===== config.mk =====
export PLATFORM = sky130hd
export DESIGN_NAME = reg_wb_arbiter
export DESIGN_NICKNAME = d
export VERILOG_FILES = /design/src/rtl/reg_wb_pkg.sv /design/src/rtl/wb_hold_slot.sv /design/src/rtl/reg_wb_arbiter.sv
export SDC_FILE = /design/constraint.sdc
export NUM_CORES = 1
export LEC_CHECK = 0
export CORE_MARGIN = 5
export CORE_UTILIZATION = 40
export DETAILED_ROUTE_END_ITERATION = 8
export PLACE_DENSITY = 0.67
export SKIP_CTS_REPAIR_TIMING = 1
export SLEW_MARGIN = 5
export SYNTH_ARGS = -nofsm -noshare
export SYNTH_HDL_FRONTEND = slang
export SYNTH_SLANG_ARGS = --single-unit

===== constraint.sdc =====
create_clock -name clk -period 2.05 [get_ports clk]
set_clock_uncertainty 0.15 [all_clocks]
set_input_delay 0.205 -clock clk [delete_from_list [all_inputs] [get_ports clk]]
set_output_delay 0.205 -clock clk [all_outputs]
set_load 0.1 [all_outputs]

===== src/rtl/reg_wb_pkg.sv =====
// Shared constants for the register-file writeback arbiter: port widths and requester indices.
package reg_wb_pkg;
    localparam int DATA_W = 32;
    localparam int ADDR_W = 5;
    localparam int NREG   = 32;

    localparam logic REQ_ALU = 1'b0;
    localparam logic REQ_MEM = 1'b1;
endpackage


===== src/rtl/wb_hold_slot.sv =====
// One-entry valid/ready holding register; drain and reload may happen on the same edge.
module wb_hold_slot
    import reg_wb_pkg::*;
#(
    parameter int DW = DATA_W,
    parameter int AW = ADDR_W
) (
    input  logic          clk,
    input  logic          rst_n,
    input  logic          load_valid_i,
    input  logic [AW-1:0] load_addr_i,
    input  logic [DW-1:0] load_data_i,
    input  logic          drain_i,
    output logic          ready_o,
    output logic          hold_v_o,
    output logic [AW-1:0] addr_o,
    output logic [DW-1:0] data_o
);
    logic          hold_v_q, hold_v_d;
    logic [AW-1:0] addr_q, addr_d;
    logic [DW-1:0] data_q, data_d;
    logic          load;

    assign ready_o = ~hold_v_q | drain_i;
    assign load    = load_valid_i & ready_o;

    always_comb begin
        hold_v_d = hold_v_q;
        addr_d   = addr_q;
        data_d   = data_q;
        if (load) begin
            hold_v_d = 1'b1;
            addr_d   = load_addr_i;
            data_d   = load_data_i;
        end else if (drain_i) begin
            hold_v_d = 1'b0;
        end
    end

    always_ff @(posedge clk or negedge rst_n) begin
        if (!rst_n) begin
            hold_v_q <= 1'b0;
            addr_q   <= '0;
            data_q   <= '0;
        end else begin
            hold_v_q <= hold_v_d;
            addr_q   <= addr_d;
            data_q   <= data_d;
        end
    end

    assign hold_v_o = hold_v_q;
    assign addr_o   = addr_q;
    assign data_o   = data_q;
endmodule


===== src/rtl/reg_wb_arbiter.sv =====
// Shares the register file write port between ALU and load writeback, with a busy scoreboard.
// Define WB_RR_ARB_EN for round-robin arbitration; default is fixed priority (mem over alu).
module reg_wb_arbiter
    import reg_wb_pkg::*;
#(
    parameter int DW = DATA_W,
    parameter int AW = ADDR_W,
    parameter int NR = NREG
) (
    input  logic          clk,
    input  logic          rst_n,
    input  logic          alu_valid,
    output logic          alu_ready,
    input  logic [AW-1:0] alu_addr,
    input  logic [DW-1:0] alu_data,
    input  logic          mem_valid,
    output logic          mem_ready,
    input  logic [AW-1:0] mem_addr,
    input  logic [DW-1:0] mem_data,
    input  logic          claim_valid,
    input  logic [AW-1:0] claim_addr,
    output logic          wr,
    output logic [AW-1:0] addr3,
    output logic [DW-1:0] data3,
    output logic [NR-1:0] busy_mask
);
    logic          alu_hv, mem_hv;
    logic [AW-1:0] alu_haddr, mem_haddr;
    logic [DW-1:0] alu_hdata, mem_hdata;
    logic          grant_alu, grant_mem, any_grant, mem_wins;
    logic [AW-1:0] gaddr;
    logic [DW-1:0] gdata;

    logic          wr_q, wr_d;
    logic [AW-1:0] addr3_q, addr3_d;
    logic [DW-1:0] data3_q, data3_d;
    logic [NR-1:0] busy_q, busy_d;

    wb_hold_slot #(.DW(DW), .AW(AW)) u_alu_slot (
        .clk          (clk),
        .rst_n        (rst_n),
        .load_valid_i (alu_valid),
        .load_addr_i  (alu_addr),
        .load_data_i  (alu_data),
        .drain_i      (grant_alu),
        .ready_o      (alu_ready),
        .hold_v_o     (alu_hv),
        .addr_o       (alu_haddr),
        .data_o       (alu_hdata)
    );

    wb_hold_slot #(.DW(DW), .AW(AW)) u_mem_slot (
        .clk          (clk),
        .rst_n        (rst_n),
        .load_valid_i (mem_valid),
        .load_addr_i  (mem_addr),
        .load_data_i  (mem_data),
        .drain_i      (grant_mem),
        .ready_o      (mem_ready),
        .hold_v_o     (mem_hv),
        .addr_o       (mem_haddr),
        .data_o       (mem_hdata)
    );

`ifdef WB_RR_ARB_EN
    logic last_grant_q, last_grant_d;

    // On a tie the slot that did not win last time goes next.
    assign mem_wins = ~alu_hv | (last_grant_q == REQ_ALU);

    always_comb begin
        last_grant_d = last_grant_q;
        if (grant_mem)      last_grant_d = REQ_MEM;
        else if (grant_alu) last_grant_d = REQ_ALU;
    end

    always_ff @(posedge clk or negedge rst_n) begin
        if (!rst_n) last_grant_q <= REQ_ALU;
        else        last_grant_q <= last_grant_d;
    end
`else
    assign mem_wins = 1'b1;
`endif

    assign grant_mem = mem_hv & mem_wins;
    assign grant_alu = alu_hv & ~grant_mem;
    assign any_grant = grant_mem | grant_alu;
    assign gaddr     = grant_mem ? mem_haddr : alu_haddr;
    assign gdata     = grant_mem ? mem_hdata : alu_hdata;

    always_comb begin
        wr_d    = any_grant & (gaddr != '0);
        addr3_d = addr3_q;
        data3_d = data3_q;
        if (any_grant) begin
            addr3_d = gaddr;
            data3_d = gdata;
        end
    end

    // Clear first, then set: a claim on the same edge is younger than the retiring write.
    always_comb begin
        busy_d = busy_q;
        if (any_grant && gaddr != '0)
            busy_d[gaddr] = 1'b0;
        if (claim_valid && claim_addr != '0)
            busy_d[claim_addr] = 1'b1;
        busy_d[0] = 1'b0;
    end

    always_ff @(posedge clk or negedge rst_n) begin
        if (!rst_n) begin
            wr_q    <= 1'b0;
            addr3_q <= '0;
            data3_q <= '0;
            busy_q  <= '0;
        end else begin
            wr_q    <= wr_d;
            addr3_q <= addr3_d;
            data3_q <= data3_d;
            busy_q  <= busy_d;
        end
    end

    assign wr        = wr_q;
    assign addr3     = addr3_q;
    assign data3     = data3_q;
    assign busy_mask = busy_q;
endmodule


==> flow_metrics.tcl <==
set metrics [dict create \
    status "completed" \
    drt-vias-per-instance 5.16 \
    fin_area_um2 8620 \
    diodes 0 \
    setup_tns_ns 0 \
    crit_path_max_fanout 40 \
    grt_overflow 0 \
    place.port_buffers 153 \
    clk_pin_slew_ns 0.06 \
    clock_path_buffers 2 \
    period_minus_slack_ns 1.87 \
    wl_um 16100 \
    rsz0062_at_grt "false" \
    rows 46 \
    ctsRootBufferMaster "clkbuf_16" \
    stdcell_count 894 \
    setup_slack_ns 0.182 \
    place_area_um2 7990 \
    final_hold_viol_count 0 \
    die_y_um 136 \
    worst_pin_slew_ns 0.574 \
    placed_cells 860 \
    routedWlPerCell_um 18.0 \
    grt_first_pass_wirelength_um 26100 \
    syn_nets 598 \
    synth-compound-area-share_pct 9.53 \
    postRouteAntennaNets 0 \
    ys_async_sr_fraction_pct 100 \
    synth_area_per_cell_um2 12.3 \
    vias 4613 \
    setup_viol 0 \
    fillers 1322 \
    synth_edf_count 0 \
    worstSetupPathType "flip-flop to flip-flop" \
    synth-adder-area-share_pct 0 \
    yosys_warnings 0 \
    synth_top_family_by_area "multiplexers" \
    area_growth_pct 35.9 \
    io_pins 156 \
    synth_xor_area_share_pct 0 \
    drt_iter0_drc 178 \
    grt_usage_pct 18.1 \
    drv_cap 0 \
    numCtsBuffers 17 \
    routabilityCongestion 0.817 \
    synth_cell_types 35 \
    hp-class "primary input to async pin" \
    synthMuxAreaShare_pct 19.4 \
    mostFrequentLayoutCell "dfrtp_1" \
    cellLeakagePower_uw 0.00386 \
    nets 749 \
    syn_area_um2 6340 \
    grt_max_degree 59 \
    fmax_ghz 0.535 \
    drcViolationCount 0 \
    grt_pass1_vias 5028 \
    r2r_slack_ns 0.18 \
    power.density_nw_per_um2 1320 \
    relSlewSlack_pct 61.7 \
    startpoint_type "flip-flop" \
    htreeDepth 4 \
    slew_violations 0 \
    die_w_um 136 \
    cts_sinks 145 \
    yosys.area_share.simple_pct 9.11 \
    arrival_ns 2.01 \
    die_area_um2 18500 \
    clk_latency_ns 0.42 \
    place_ws_ns 0.196 \
    min_period_over_period_pct 91.1 \
    syn_inst 514 \
    grt_antenna_before_repair 0 \
    critPathCaptureType "flip-flop" \
    final_cell_mix "dfrtp_1, clkdlybuf4s50_1, buf_4" \
    drive_gt1_share_pct 24.8 \
    utilization_pct 54.9 \
    cts_tree "built" \
    core_um2 15700 \
    synth_ff_type "dfrtp_1" \
    ys_seq_area_share_pct 57.2 \
    drtPass1Iterations 4 \
    start_util_pct 40.4 \
    peakVddDrop_v 0.000820 \
    cp_data_required_time_ns 2.19 \
    dp_hpwl_um 11500 \
    synth_seq_cells 145 \
]
==> registers in the layout (all words and copies together) (netlist names) <==
name and count:
data3 32, u_alu_slot.data_o 32, u_mem_slot.data_o 32, busy_mask 31, addr3 5, u_alu_slot.addr_o 5
u_mem_slot.addr_o 5, u_alu_slot.hold_v_o 1, u_mem_slot.hold_v_o 1, wr 1
==> per-layer routing <==
metal / GRT usage, % / wire (um)
met5: 0 / 0
met3: 7.96 / 1530
met1: 22.3 / 6730
met4: 5.60 / 217
met2: 29.0 / 7620
==> where the power goes <==
group          internal [uW]  total, uW  switching [uW]
registers               3410       3760             358
clock network           1980       3190            1210
logic                   1030       4420            3390
==> final timing paths <==
check	from	to	cells past startpoint
min in group clk	alu_valid	u_alu_slot.hold_v_o$_DFFE_PN0P_	2
setup reg to reg	u_mem_slot.hold_v_o$_DFF_PN0_	busy_mask[31]$_DFF_PN0_	4
hold reg to reg	u_mem_slot.data_o[12]$_DFFE_PN0P_	data3[12]$_DFFE_PN0P_	2
max in group asynchronous	rst_n	u_mem_slot.addr_o[0]$_DFFE_PN0P_	3
hold / removal	rst_n	busy_mask[24]$_DFF_PN0_	2
setup / recovery	u_mem_slot.hold_v_o$_DFF_PN0_	busy_mask[31]$_DFF_PN0_	4
==> critical path: stages, from the launching register on <==
cell      delay (ns)
dfrtp_2         0.45
buf_12          0.18
nand4b_1        0.47
a22oi_1         0.36
o22ai_1         0.13
==> cells by family (layout without fill, tap and decap cells) <==
kind of cell,count (synthesis),in the layout
AO/OA/AOI/OAI,93,93
buffers and inverters,68,232
flip-flops,145,145
multiplexers,113,113
other,2,2
AND/OR/NAND/NOR,93,93
==> through the flow <==
| stage | total power [uW] | hold WS (ns) |
|---|---|---|
| after floorplan | 7090 | -0.241 |
| after global placement | 8180 | 0.0542 |
| after detailed placement | 8260 | 0.0649 |
| after CTS | 11500 | -0.388 |
| after global routing | 11800 | 0.214 |
| final | 11400 | 0.180 |
==> final cells by class <==
class	instances	area, um2	area share [%]
clock buffer	19	453	5.25
clock inverter	13	159	1.84
inverter	31	116	1.35
multi-input combinational	301	2430	28.2
sequential	145	3630	42.1
tap	216	270	3.13
timing repair buffer	169	1570	18.2
==> synthesized netlist by cell type, types with 3 or more instances <==
cell type | instances | area (um2)
or3b_1 | 3 | 26.3
mux2_1 | 37 | 417
clkbuf_1 | 19 | 71.3
buf_2 | 14 | 70.1
o22ai_1 | 25 | 156
o21ai_0 | 35 | 175
nand3_1 | 10 | 50.1
mux2i_1 | 35 | 350
nand4bb_1 | 8 | 90.1
nand2b_1 | 3 | 18.8
o211ai_1 | 4 | 30.0
inv_1 | 31 | 116
nand4b_1 | 8 | 70.1
nand2_1 | 37 | 139
mux2_2 | 41 | 462
dfrtp_1 | 145 | 3630
a22oi_1 | 25 | 188
or4b_1 | 3 | 30.0
nand3b_1 | 4 | 30.0
or3_1 | 5 | 31.3
Power figures use the tool's default switching activity.
